$ cat src/rtl/ex3_pkg.sv
// ex3_pkg: shared Excess-3 constants and decoder FSM state type
package ex3_pkg;
  localparam logic [3:0] EX3_OFFSET  = 4'd3;
  localparam logic [3:0] EX3_MIN     = 4'h3;
  localparam logic [3:0] EX3_MAX     = 4'hC;
  localparam logic [3:0] BCD_INVALID = 4'hF;
  typedef enum logic [1:0] {IDLE, CONV, DONE} state_t;
endpackage

$ cat src/rtl/ex_3tobcd.sv
// ex_3tobcd: combinational single-digit Excess-3 to BCD decoder
module ex_3tobcd
  import ex3_pkg::*;
(
  input  logic [3:0] X,
  output logic [3:0] B,
  output logic       err
);
  always_comb begin
    err = (X < EX3_MIN) || (X > EX3_MAX);
    B   = err ? BCD_INVALID : X - EX3_OFFSET;
  end
endmodule

$ cat src/rtl/ex_3tobcd_serial.sv
// ex_3tobcd_serial: digit-serial Excess-3 to packed-BCD decoder, one digit per clock
module ex_3tobcd_serial
  import ex3_pkg::*;
#(
  parameter int DIGITS = 4
) (
  input  logic                clk,
  input  logic                rst,
  input  logic                in_valid,
  output logic                in_ready,
  input  logic [4*DIGITS-1:0] in_x,
  output logic                out_valid,
  input  logic                out_ready,
  output logic [4*DIGITS-1:0] out_b,
  output logic [DIGITS-1:0]   out_err_mask,
  output logic                out_err
);
  localparam int CW = DIGITS > 1 ? $clog2(DIGITS) : 1;
  state_t              state_q, state_d;
  logic [4*DIGITS-1:0] sh_q, sh_d, b_q, b_d;
  logic [DIGITS-1:0]   mask_q, mask_d;
  logic [CW-1:0]       cnt_q, cnt_d;
  logic                valid_q, valid_d, ready_q, ready_d, err_q, err_d;
  logic [3:0]          dig_b;
  logic                dig_err;
  ex_3tobcd u_dec (.X(sh_q[3:0]), .B(dig_b), .err(dig_err));
  always_comb begin
    state_d = state_q;
    sh_d    = sh_q;
    cnt_d   = cnt_q;
    b_d     = b_q;
    mask_d  = mask_q;
    valid_d = valid_q;
    ready_d = ready_q;
    case (state_q)
      IDLE: if (in_valid && ready_q) begin
        state_d = CONV;
        sh_d    = in_x;
        cnt_d   = '0;
        b_d     = '0;
        mask_d  = '0;
        ready_d = 1'b0;
      end
      CONV: begin
        b_d[{cnt_q, 2'b00} +: 4] = dig_b;
        mask_d[cnt_q]            = dig_err;
        sh_d                     = sh_q >> 4;
        // the counter parks at zero on the last digit so it never passes DIGITS-1
        if (cnt_q == CW'(DIGITS - 1)) begin
          state_d = DONE;
          valid_d = 1'b1;
          cnt_d   = '0;
        end else cnt_d = cnt_q + 1'b1;
      end
      DONE: if (out_ready) begin
        state_d = IDLE;
        valid_d = 1'b0;
        ready_d = 1'b1;
      end
      default: state_d = IDLE;
    endcase
    err_d = |mask_d;
  end
  always_ff @(posedge clk) begin
    if (rst) begin
      state_q <= IDLE;
      sh_q    <= '0;
      cnt_q   <= '0;
      b_q     <= '0;
      mask_q  <= '0;
      err_q   <= 1'b0;
      valid_q <= 1'b0;
      ready_q <= 1'b1;
    end else begin
      state_q <= state_d;
      sh_q    <= sh_d;
      cnt_q   <= cnt_d;
      b_q     <= b_d;
      mask_q  <= mask_d;
      err_q   <= err_d;
      valid_q <= valid_d;
      ready_q <= ready_d;
    end
  end
  assign in_ready     = ready_q;
  assign out_valid    = valid_q;
  assign out_b        = b_q;
  assign out_err_mask = mask_q;
  assign out_err      = err_q;
endmodule

$ cat config.mk
export PLATFORM = sky130hd
export DESIGN_NAME = ex_3tobcd_serial
export DESIGN_NICKNAME = d
export VERILOG_FILES = /design/src/rtl/ex3_pkg.sv /design/src/rtl/ex_3tobcd.sv /design/src/rtl/ex_3tobcd_serial.sv
export SDC_FILE = /design/constraint.sdc
export NUM_CORES = 1
export LEC_CHECK = 0
export CORE_MARGIN = 2
export CORE_UTILIZATION = 66
export DETAILED_ROUTE_END_ITERATION = 16
export DONT_BUFFER_PORTS = 1
export GPL_TIMING_DRIVEN = 0
export PLACE_DENSITY = 0.82
export SYNTH_ARGS = -nofsm -noshare
export SYNTH_HDL_FRONTEND = slang
export SYNTH_SLANG_ARGS = --single-unit
$ cat constraint.sdc
create_clock -name clk -period 4.1 [get_ports clk]
set_input_delay 0.82 -clock clk [delete_from_list [all_inputs] [get_ports clk]]
set_output_delay 0.82 -clock clk [all_outputs]
set_load 0.02 [all_outputs]
* Yosys cells after proc, flatten, opt, wreduce, memory -nomap -nowiden
Index checks and enable logic that the tools add are counted. W data, S select, Z words.
Storage, ports and cells: register bits 43, bits of input ports 20, output and inout port bits 23, word-level logic and storage cells 59
Cells by class: add/sub/neg operators 3, order comparisons 4, eq/ne operators 6, shift operators 2, mux-type cells 24, reductions and logical operators 12
Operator list (count):
- $pmux W16 S2 | 2
- $mux W16 | 2
- $bwmux W16 | 1
- $shift A4 B6 Y16 const A | 1
- $shiftx A4 B6 Y16 | 1
- $mux W2 | 5
- $reduce_and A3 Y1 | 3
- $mux W4 | 2
- $pmux W4 S2 | 1
- $ne A2 B2 Y1 const B | 3
- $neg A4 Y6 | 1
- $pmux W2 S3 | 1
- $reduce_bool A2 Y1 | 3
- $mux W1 | 5
- $bwmux W4 | 1
- $eq A2 B2 Y1 const B | 2
- $gt A4 B4 Y1 const B | 1
- $lt A4 B2 Y1 const B | 1
- $pmux W1 S2 | 2
- $pmux W2 S2 | 1
- $reduce_or A4 Y1 | 1
- $sub A4 B2 Y4 const B | 1
- $lt A2 B3 Y1 const B | 1
- $add A2 B1 Y2 const B | 1
- other kinds (7) | 8

* Longest topological paths before layout
depth after elaboration 7, mapped depth 7, depth with buffers taken out 6

* Hierarchy
Synthesis repeated with hierarchy kept, for this count alone.
Unflattened totals: cells, all modules 222, area total of the unflattened synthesis 1995.7 um2
Modules (own cells, without submodules):
- ex_3tobcd_serial | instances 1, cells an instance 205, area an instance 1873.0 um2, seq. area each 860.8 um2
- ex_3tobcd | instances 1, cells an instance 17, area an instance 122.6 um2, seq. area each 0.0 um2

* Worst setup path after synthesis
Ideal clock, no wire load.
path type input-to-reg, from input in_valid, to register err_q, in the netlist out_err, library setup time 0.134 ns, arrival 1.910 ns, required time 3.966 ns, setup slack 2.056 ns, cell stages on the path 5, buffers on the path 1, cells stage by stage and4bb_1 > buf_6 > a21oi_2 > a32o_2 > or4_1
On the way: cells in the longest elaborated chain, start to end 4
Ends and longest elaborated chain:
- start: declaration | RTL line ex_3tobcd_serial.sv:9 | input logic in_valid,
- $logic_and A1 B1 Y1 | RTL line ex_3tobcd_serial.sv:36 | IDLE: if (in_valid && ready_q) begin
- $mux W4 | RTL line ex_3tobcd_serial.sv:36
- $pmux W4 S2 | RTL line ex_3tobcd_serial.sv:35 | case (state_q)
- $reduce_or A4 Y1 | RTL line ex_3tobcd_serial.sv:62 | err_d = |mask_d;
- end signal: assignment | RTL line ex_3tobcd_serial.sv:80 | err_q <= err_d;
- end: declaration | RTL line ex_3tobcd_serial.sv:23 | logic valid_q, valid_d, ready_q, ready_d, err_q, err_d;
No other way between the ends. A chain may end at the register's enable or synchronous reset.

* Worst setup path in the final report
from register cnt_q[0], to register b_q[9], in the netlist out_b[9]
On the way: cells in the longest elaborated chain, start to end 4, elaborated cells on any way between the ends 5, classes of those cells add/sub: 1; shift: 2; mux: 2
Ends and longest elaborated chain:
- start: declaration | RTL line ex_3tobcd_serial.sv:22 | logic [CW-1:0] cnt_q, cnt_d;
- start signal: assignment | RTL line ex_3tobcd_serial.sv:77 | cnt_q <= cnt_d;
- $neg A4 Y6 * | RTL line ex_3tobcd_serial.sv:45 | b_d[{cnt_q, 2'b00} +: 4] = dig_b;
- $shiftx A4 B6 Y16 / $shift A4 B6 Y16 (equally long branches) | RTL line ex_3tobcd_serial.sv:45
- $bwmux W16 * | RTL line ex_3tobcd_serial.sv:45
- $pmux W16 S2 * | RTL line ex_3tobcd_serial.sv:35
- end signal: assignment | RTL line ex_3tobcd_serial.sv:69 | b_q <= '0;
- end signal: assignment | RTL line ex_3tobcd_serial.sv:78 | b_q <= b_d;
- end: declaration | RTL line ex_3tobcd_serial.sv:20 | logic [4*DIGITS-1:0] sh_q, sh_d, b_q, b_d;
Mark *: on every way between the ends. The rest lies on a longest branch, timed or not.

==> impl_metrics.py <==
metrics = {
    "worst_hold_path": {
        "hold_path_class": "reg -> reg",
        "holdPathStages": 2,
        "hold_path_end": "sh_q[0]",
        "worstHoldStart": "sh_q[4]",
    },
    "logic_synthesis": {
        "ys_seq_area_share_pct": 44.9,
        "syn-num-nets": 255,
        "syn_inst": 226,
        "synth_top_area_share_pct": 44.9,
        "ys.flop_type": "dfxtp_1",
        "synth_largest_area_cell": "dfxtp_1",
        "synth-seq-cells": 43,
        "syn_area_mm2": 0.00192,
        "synthDistinctLibCells": 38,
        "yosys_warnings": 0,
        "synthTopCellsByArea": "dfxtp_1 45%, nand2_1 6.9%, nor2_1 6.1%, ha_1 5.9%, a311oi_1 5.5%",
        "synth_edf_count": 0,
        "async_reset_ff_share_pct": 0,
        "syn_avg_cell_area_um2": 8.48,
    },
    "layout": {
        "fin_nets": 262,
        "final_layout_size_suffix_gt1_share_pct": 5.98,
        "antennaDiodeCount": 0,
        "layout_commonest_cell": "dfxtp_1",
        "fin_util_pct": 72.9,
        "final_cell_mix": "43 x dfxtp_1, 35 x nand2_1, 31 x nor2_1, 13 x a22oi_1",
        "area_delta_synth_final_pct": 4.83,
    },
    "route": {
        "drt_pass1_iterations": 4,
        "highest_layer": "met4",
        "antenna_left": 0,
        "met3_length_um": 346,
        "wl_um": 4400,
        "drt_iter0_markers": 146,
        "dr_wl_met2_um": 2120,
        "drc": 0,
        "wl_per_cell_um": 16.6,
        "wl_met1_um": 1880,
        "via_count": 1682,
        "avgViaCountPerCell": 6.35,
    },
    "status": {
        "outcome": "finished clean",
    },
    "global_routing": {
        "antenna_found_initial": 0,
        "grt_pass1_wl_um": 7280,
        "first_global_vias": 1543,
        "grt_max_degree": 14,
        "grt_use_total_pct": 28.3,
        "overflow": 0,
    },
    "worst_setup_path": {
        "r2r_setup_slack_ns": 1.86,
        "r2r-start": "cnt_q[0]",
        "end_kind": "register",
        "rr_worst_depth": 6,
        "startpoint_type": "register",
        "critPathRequiredTime_ns": 4.41,
        "crit_type": "reg -> reg",
        "path_max_fanout": 11,
        "cp-startpoint": "cnt_q[0]",
        "arrival_ns": 2.55,
        "rr_endpoint": "out_b[9]",
    },
    "power_and_ir_drop": {
        "p_int_w": 0.000557,
        "sw_frac_of_total_pct": 32.1,
        "total_power_w": 0.000820,
        "combPwrFrac_pct": 16.7,
        "seq_power_share_pct": 57.7,
        "cellPowerDensity_mw_per_mm2": 408,
        "power_frac_clock_pct": 25.7,
        "power_switching_w": 0.000263,
        "leakagePower_nw": 0.779,
        "peakVddDrop_uv": 410,
    },
    "placed_design": {
        "place.gp.congestion": 0.864,
        "pre_cts_ws_ns": 1.93,
        "port_buffers": 0,
        "dp_hpwl_um": 3240,
    },
    "floorplanning": {
        "rows": 19,
        "start_util_pct": 69.5,
        "fp.dieW_um": 57.9,
        "io_pins": 43,
        "dieArea_mm2": 0.00335,
        "die_y_um": 57.9,
        "core_area_mm2": 0.00276,
    },
    "clock_tree": {
        "h-tree-depth": 2,
        "cts_tree": "done",
        "cts_resized": 0,
        "cts_hold_buf": 0,
        "insertion_delay_ns": 0.37,
        "cts_buffers": 5,
        "cts_setup_buffers": 0,
        "clkTransAtPathRegs_ns": 0.13,
        "cts_root_buf": "clkbuf_4",
        "clock_sinks": 43,
        "clockBufferDepth": 2,
    },
    "sta": {
        "min_period_over_period_pct": 54.6,
        "fmax_mhz": 447,
        "worst_pin_slew_ns": 0.821,
        "slew_viol_final": 0,
        "final.setup.tns_ns": 0,
        "slew_headroom_pct": 44.8,
        "layout_setup_ws_ns": 1.86,
        "finalSetupViolCount": 0,
        "timing.hold.ws_ns": 0.493,
        "clock_skew_ns": 0.0153,
        "hold_viol": 0,
        "min_period_ns": 2.24,
        "rsz0062_at_grt": "no",
    },
    "job": {
        "maxCapViolations": 0,
    },
}
==> routing by layer <==
metal  vias to the layer above  track usage (%)
li1                        821                -
met1                       788             36.7
met2                        66             46.9
met3                         7             6.92
met4                         0             7.97
met5                         -                0
==> layout make-up <==
type                            count  area, um2
Sequential cell                    43        861
Fill cell                         220        748
Buffer                             12       63.8
Multi-Input combinational cell    158        943
Inverter                           13       48.8
Clock buffer                        6       41.3
Tap cell                           31       38.8
Clock inverter                      2       12.5
==> cells in the mapped netlist, types with 2 or more instances <==
library cell  instances
nor2_1               31
a41o_1                2
nand3_1               6
a22oi_1              13
nand2_1              35
ha_1                  9
nor3_1                2
a2111oi_0             2
inv_1                12
clkbuf_1              9
a21oi_1              11
buf_6                 2
a31oi_1               2
dfxtp_1              43
nand3b_1              3
o211ai_1              2
o21ai_0              10
a311oi_1             12
==> sequential cells by signal, indices dropped and copies added, names as in the netlist <==
register      count
cnt_q             2
in_ready          1
out_b            16
out_err           1
out_err_mask      4
out_valid         1
sh_q             16
state_q           2
==> stage by stage <==
stage	cells	instance area, um2
final	265	2010
after global routing	265	2010
after CTS	265	2010
after detailed placement	257	1960
after global placement	257	1960
after floorplan	226	1920
==> kinds of logic after synthesis <==
group | after synthesis | synth area share [%]
xor+xnor | 1 | 0.457
flops | 43 | 44.9
compound gates | 59 | 21.9
fa+ha+maj | 9 | 5.87
simple gates | 89 | 21.0
buf+inv | 25 | 5.87
==> critical path, cell delays in order (launching register included) <==
cell and delay (ns):
dfxtp_1 0.55, inv_1 0.15, ha_1 0.41, nand2_1 0.07
nor4_1 0.63, o21ai_0 0.20, a21oi_1 0.16
==> power groups by stage <==
stage / Clock [W] / Combinational (W) / Sequential, W
2_1_floorplan: 0 / 0.000103 / 0.000477
3_3_place_gp: 0 / 0.000128 / 0.000480
3_5_place_dp: 0 / 0.000134 / 0.000482
4_1_cts: 0.000206 / 0.000135 / 0.000473
5_1_grt: 0.000226 / 0.000153 / 0.000477
6_report: 0.000210 / 0.000137 / 0.000473
==> how the worst max path moves through the flow <==
stage,end,slack (ns),cells past startpoint
global placement,out_err,1.96,4
global route,out_b[9],1.75,6
finish,out_b[9],1.86,6
CTS,out_b[9],1.94,6
detailed placement,out_err,1.93,4
floorplan,out_err,2.06,5
Note: power is estimated with default switching activity, not from simulation.
